===== src/rtl/dsp_mac_pkg.sv =====
// Shared types and constants for the DSP48A1-based dot-product sequencer.
package dsp_mac_pkg;

  // Controller states.
  typedef enum logic [1:0] {
    ST_IDLE  = 2'd0,
    ST_RUN   = 2'd1,
    ST_DRAIN = 2'd2,
    ST_DONE  = 2'd3
  } state_e;

  // DSP48A1 opmodes: X=M (multiplier), Z=0 or Z=P.
  localparam logic [7:0] OPM_LOAD = 8'h01;  // P = A*B
  localparam logic [7:0] OPM_ACC  = 8'h09;  // P = P + A*B

  // Default DSP pipeline latencies (A1REG=B1REG=MREG=PREG=1, OPMODEREG=1).
  localparam int DSP_LAT_DEF = 3;
  localparam int OPM_DLY_DEF = 1;

  // Datapath widths.
  localparam int OP_W  = 18;
  localparam int P_W   = 48;
  localparam int LEN_W = 8;
  localparam int CNT_W = 8;

endpackage : dsp_mac_pkg


===== src/rtl/dsp_mac_dly.sv =====
// Fixed-depth delay line; used to align the opmode with the deeper
// operand pipeline inside the DSP slice.
module dsp_mac_dly #(
  parameter int WIDTH = 8,
  parameter int DEPTH = 1
) (
  input  logic             clk,
  input  logic             rst_n,
  input  logic [WIDTH-1:0] d_i,
  output logic [WIDTH-1:0] q_o
);

  generate
    if (DEPTH == 0) begin : g_bypass
      assign q_o = d_i;
    end else begin : g_pipe
      logic [WIDTH-1:0] stage_q [DEPTH];

      // Shift the input through DEPTH register stages.
      // NOTE: every stage is reset so the DSP sees opmode 0 straight after
      // reset; this array is a handful of flops, not a RAM, so a reset costs
      // nothing and keeps X out of the slice.
      always_ff @(posedge clk or negedge rst_n) begin
        if (!rst_n) begin
          for (int i = 0; i < DEPTH; i++) stage_q[i] <= '0;
        end else begin
          stage_q[0] <= d_i;
          for (int i = 1; i < DEPTH; i++) stage_q[i] <= stage_q[i-1];
        end
      end

      assign q_o = stage_q[DEPTH-1];
    end
  endgenerate

endmodule : dsp_mac_dly


===== src/rtl/dsp_mac_seq.sv =====
// Dot-product sequencer: streams sample pairs into an external DSP48A1,
// waits for its pipeline to drain, and returns the 48-bit accumulated sum.
module dsp_mac_seq
  import dsp_mac_pkg::*;
#(
  parameter int DSP_LAT = DSP_LAT_DEF,
  parameter int OPM_DLY = OPM_DLY_DEF
) (
  input  logic                   clk,
  input  logic                   rst_n,
  input  logic                   start_i,
  input  logic [LEN_W-1:0]       len_i,
  input  logic                   s_valid_i,
  output logic                   s_ready_o,
  input  logic signed [OP_W-1:0] s_a_i,
  input  logic signed [OP_W-1:0] s_b_i,
  output logic signed [OP_W-1:0] dsp_a_o,
  output logic signed [OP_W-1:0] dsp_b_o,
  output logic [7:0]             dsp_opmode_o,
  output logic                   dsp_ce_o,
  output logic                   dsp_rst_o,
  input  logic signed [P_W-1:0]  dsp_p_i,
  output logic                   r_valid_o,
  input  logic                   r_ready_i,
  output logic signed [P_W-1:0]  r_data_o,
  output logic                   busy_o
);

  localparam logic [CNT_W-1:0] DRAIN_INIT = CNT_W'(DSP_LAT);

  state_e                 state_q, state_d;
  logic [LEN_W-1:0]       rem_q, rem_d;
  logic [CNT_W-1:0]       drain_q, drain_d;
  logic                   first_q, first_d;   // first sample of the run already sent
  logic signed [P_W-1:0]  r_data_q, r_data_d;
  logic [7:0]             opm_d;

  // State and datapath registers.
  // NOTE: sequential state uses non-blocking (<=) so every flop samples the
  // pre-edge value of its inputs regardless of statement order.
  always_ff @(posedge clk or negedge rst_n) begin
    if (!rst_n) begin
      state_q  <= ST_IDLE;
      rem_q    <= '0;
      drain_q  <= '0;
      first_q  <= 1'b0;
      r_data_q <= '0;
    end else begin
      state_q  <= state_d;
      rem_q    <= rem_d;
      drain_q  <= drain_d;
      first_q  <= first_d;
      r_data_q <= r_data_d;
    end
  end

  // Next-state, counters, and DSP operand/opmode selection.
  // NOTE: every signal written here gets a default first, so no path can
  // leave one unassigned and infer a latch.
  always_comb begin
    state_d  = state_q;
    rem_d    = rem_q;
    drain_d  = drain_q;
    first_d  = first_q;
    r_data_d = r_data_q;
    opm_d    = 8'h00;
    dsp_a_o  = '0;
    dsp_b_o  = '0;

    unique case (state_q)
      ST_IDLE: begin
        if (start_i && (len_i != '0)) begin
          state_d = ST_RUN;
          rem_d   = len_i;
          first_d = 1'b0;
        end
      end

      ST_RUN: begin
        // Before the first sample the opmode is irrelevant; LOAD of zero is harmless.
        opm_d = first_q ? OPM_ACC : OPM_LOAD;
        if (s_valid_i) begin
          dsp_a_o = s_a_i;
          dsp_b_o = s_b_i;
          first_d = 1'b1;
          rem_d   = rem_q - LEN_W'(1);
          if (rem_q == LEN_W'(1)) begin
            state_d = ST_DRAIN;
            drain_d = DRAIN_INIT;
          end
        end
      end

      ST_DRAIN: begin
        opm_d = OPM_ACC;
        // The last product reaches P when the count would step to zero.
        if (drain_q <= CNT_W'(1)) begin
          drain_d  = '0;
          r_data_d = dsp_p_i;
          state_d  = ST_DONE;
        end else begin
          drain_d = drain_q - CNT_W'(1);
        end
      end

      ST_DONE: begin
        opm_d = OPM_ACC;
        if (r_ready_i) state_d = ST_IDLE;
      end

      default: state_d = ST_IDLE;
    endcase
  end

  // The opmode register in the slice is one stage shallower than the operand
  // path (A1 + M), so the opmode is presented OPM_DLY cycles late.
  dsp_mac_dly #(
    .WIDTH (8),
    .DEPTH (OPM_DLY)
  ) u_opm_dly (
    .clk   (clk),
    .rst_n (rst_n),
    .d_i   (opm_d),
    .q_o   (dsp_opmode_o)
  );

  assign s_ready_o = (state_q == ST_RUN);
  assign r_valid_o = (state_q == ST_DONE);
  assign r_data_o  = r_data_q;
  assign busy_o    = (state_q != ST_IDLE);
  assign dsp_ce_o  = (state_q != ST_IDLE);
  assign dsp_rst_o = (state_q == ST_IDLE);

endmodule : dsp_mac_seq


===== config.mk =====
export PLATFORM = sky130hd
export DESIGN_NAME = dsp_mac_seq
export DESIGN_NICKNAME = d
export VERILOG_FILES = /design/src/rtl/dsp_mac_pkg.sv /design/src/rtl/dsp_mac_dly.sv /design/src/rtl/dsp_mac_seq.sv
export SDC_FILE = /design/constraint.sdc
export NUM_CORES = 1
export LEC_CHECK = 0
export CORE_ASPECT_RATIO = 1.5
export CORE_MARGIN = 3
export CORE_UTILIZATION = 42
export CTS_CLUSTER_SIZE = 30
export DETAILED_ROUTE_END_ITERATION = 6
export PLACE_DENSITY = 0.91
export SLEW_MARGIN = 20
export SYNTH_ARGS = -nofsm -noshare
export SYNTH_HDL_FRONTEND = slang
export SYNTH_SLANG_ARGS = --single-unit

===== constraint.sdc =====
create_clock -name clk -period 3.7 [get_ports clk]
set_input_delay 0.555 -clock clk [delete_from_list [all_inputs] [get_ports clk]]
set_output_delay 0.555 -clock clk [all_outputs]
set_load 0.02 [all_outputs]

==> flow_metrics.tcl <==
set metrics [dict create \
    postSynthCellCount 302 \
    swShare_pct 36.61 \
    cp_max_fo 40 \
    synth_flop_cell "dfrtp_1" \
    stdcell_count 595 \
    power_mw 4.732 \
    start_kind "flop" \
    cts_buffers 9 \
    outcome "finished clean" \
    clkTransAtPathRegs_ns 0.06 \
    synth-warning-count 0 \
    hold_class "in -> async" \
    coreArea_sq_um 8008 \
    path_class "reg -> out" \
    die_h_um 117.4 \
    dieArea_sq_um 9423 \
    p_switching_mw 1.732 \
    syn_to_final_growth_pct 65.72 \
    drc 0 \
    io_pins 194 \
    p_clk_share_pct 21.0 \
    holdWs_ns 0.1211 \
    vias 3187 \
    async_flop_share_pct 100.0 \
    synth_edf_count 0 \
    cellLeakagePower_nw 2.522 \
    design_area_sq_um 5758 \
    synth_top_cell_area_share_pct 49.69 \
    cts_tree "built" \
    rsz0062_at_grt "false" \
    yosysUniqueCellTypes 47 \
    gp_congestion 0.8261 \
    grt_max_degree 49 \
    clock_skew_ns 0.005707 \
    synth_seq_cells 69 \
    num_rows 40 \
    layout_min_cycle_time_ns 3.199 \
    synth_area_per_cell_sq_um 11.51 \
    drtIter0Drc 102 \
    cts_setup_buffers 0 \
    p_comb_share_pct 50.5 \
    end_kind "output port" \
    track_usage_pct 22.96 \
    portBuffers 187 \
    dr.pass1.iters 4 \
    drive_gt1_share_pct 16.53 \
    seqCellArea_sq_um 1727 \
    cts_htree_levels 3 \
    grt_overflow 0 \
    initial_core_util_pct 43.39 \
    final_util_pct 71.91 \
    multiInputGateArea_sq_um 1585 \
    synth_top_area_cell "dfrtp_1" \
    fmaxAchievable_mhz 312.6 \
    dp.cells 578 \
    fillers 573 \
    most-common-layout-cells "clkdlybuf4s50_1 (186), dfrtp_1 (69), mux2_2 (50), and3_1 (36)" \
    dp_hpwl_um 8293 \
    routed_wl_um 10890 \
    grt_first_pass_wirelength_um 16520 \
    clock_path_buffers 2 \
    final_common_cell "clkdlybuf4s50_1" \
    pre_cts_slack_ns 0.8851 \
    diodes 0 \
    dieWidth_um 80.27 \
    yosys-top-cells-area "dfrtp_1 (50%), mux2_2 (16%), and3_1 (6.5%), ha_1 (2.9%), nand3_1 (1.6%)" \
    vias_per_cell 5.356 \
    worst_slack_ns 0.5010 \
    routedWlPerCell_um 18.31 \
    final_hold_viol_count 0 \
    worstPathRequired_ns 3.14 \
    clk_latency_ns 0.33 \
    maxSlewViolCount 0 \
    arrival_ns 2.64 \
    placed_area_sq_um 5389 \
    period_share_pct 86.46 \
    syn_area_sq_um 3475 \
    root_buffer "clkbuf_16" \
    antenna_found_initial 0 \
    nets 590 \
    cap_viol_max_count 0 \
    drtAntennaViolNets 0 \
    p_per_area_nw_per_um2 821.7 \
    hold_buffers 0 \
    cts-resized-gates 0 \
    tightest_slew_ns 0.9871 \
    grt_pass1_vias 3325 \
    seqPwrFrac_pct 28.5 \
    vdd_ir_drop_max_v 0.0003776 \
    max-slew-margin-rel_pct 34.19 \
    setup_tns_ns 0 \
    cts_sinks 69 \
    intPower_mw 3.000 \
    ys_seq_area_share_pct 49.69 \
    setup_viol 0 \
]
## sequential cells by signal, summed over array words and instances, names as in the netlist
signal         count
rem_q              8
u_opm_dly.q_o      2
r_data_o          48
drain_q            8
state_q            2
first_q            1
## kinds of logic after synthesis
| kind of cell | Yosys count | synth area share (%) |
|---|---|---|
| and+or+nand+nor | 92 | 15.88 |
| muxes | 55 | 17.64 |
| AOI/OAI and AO/OA | 40 | 8.570 |
| buffers and inverters | 37 | 5.221 |
| DFF | 69 | 49.69 |
| other | 1 | 0.1079 |
| adders and majority gates | 8 | 2.881 |
## cell usage after synthesis, drive strengths merged (2+ instances only)
cell	count
a21boi	2
a21oi	4
a22o	5
a31oi	4
and3	36
buf	15
clkbuf	11
dfrtp	69
ha	8
inv	11
mux2	50
mux2i	5
nand2	2
nand2b	2
nand3	11
nand4	3
nor2	10
nor2b	3
nor3	8
nor4	4
o211ai	3
o21ai	10
o22ai	2
or3	3
or4	4
## per-layer routing
metal | routed length, um | vias up | track usage (%)
met5 | 0 | - | 0
met4 | 144 | 0 | 6.977
met3 | 1199 | 12 | 7.988
met2 | 5598 | 204 | 40.98
met1 | 3951 | 1509 | 24.86
li1 | - | 1462 | -
## critical path, stage by stage (launching register included)
cell and delay [ns]:
dfrtp_1 0.41, inv_1 0.10, ha_1 0.81, and3_1 0.35
clkdlybuf4s50_1 0.63
## power groups by stage
stage	logic, mW	clock network [mW]	registers (mW)
finish	2.39	0.993	1.35
CTS	2.40	1.01	1.35
global placement	2.32	0	1.32
global route	2.55	1.05	1.39
floorplan	1.01	0	1.67
detailed placement	2.39	0	1.36
## worst paths after layout
kind	slack, ns	depth (start not counted)	startpoint	to
setup / recovery	0.50	4	state_q[1]$_DFFE_PN0P_	dsp_b_o[14]
hold / removal	0.12	1	rst_n	r_data_o[13]$_DFFE_PN0P_
setup reg to reg	0.96	7	state_q[1]$_DFFE_PN0P_	state_q[1]$_DFFE_PN0P_
hold reg to reg	0.50	1	r_data_o[40]$_DFFE_PN0P_	r_data_o[40]$_DFFE_PN0P_
max in group asynchronous	2.70	3	rst_n	r_data_o[36]$_DFFE_PN0P_
min in group clk	0.50	1	r_data_o[40]$_DFFE_PN0P_	r_data_o[40]$_DFFE_PN0P_
## area by class of cell
type | count | area share [%]
inverters | 11 | 0.7171
multi-input cells | 201 | 27.53
repair buffers | 193 | 33.42
flip-flops and latches | 69 | 29.99
clock buffers | 11 | 4.216
well taps | 105 | 2.282
clock inverters | 5 | 1.847
Note: power is estimated with default switching activity, not from simulation.
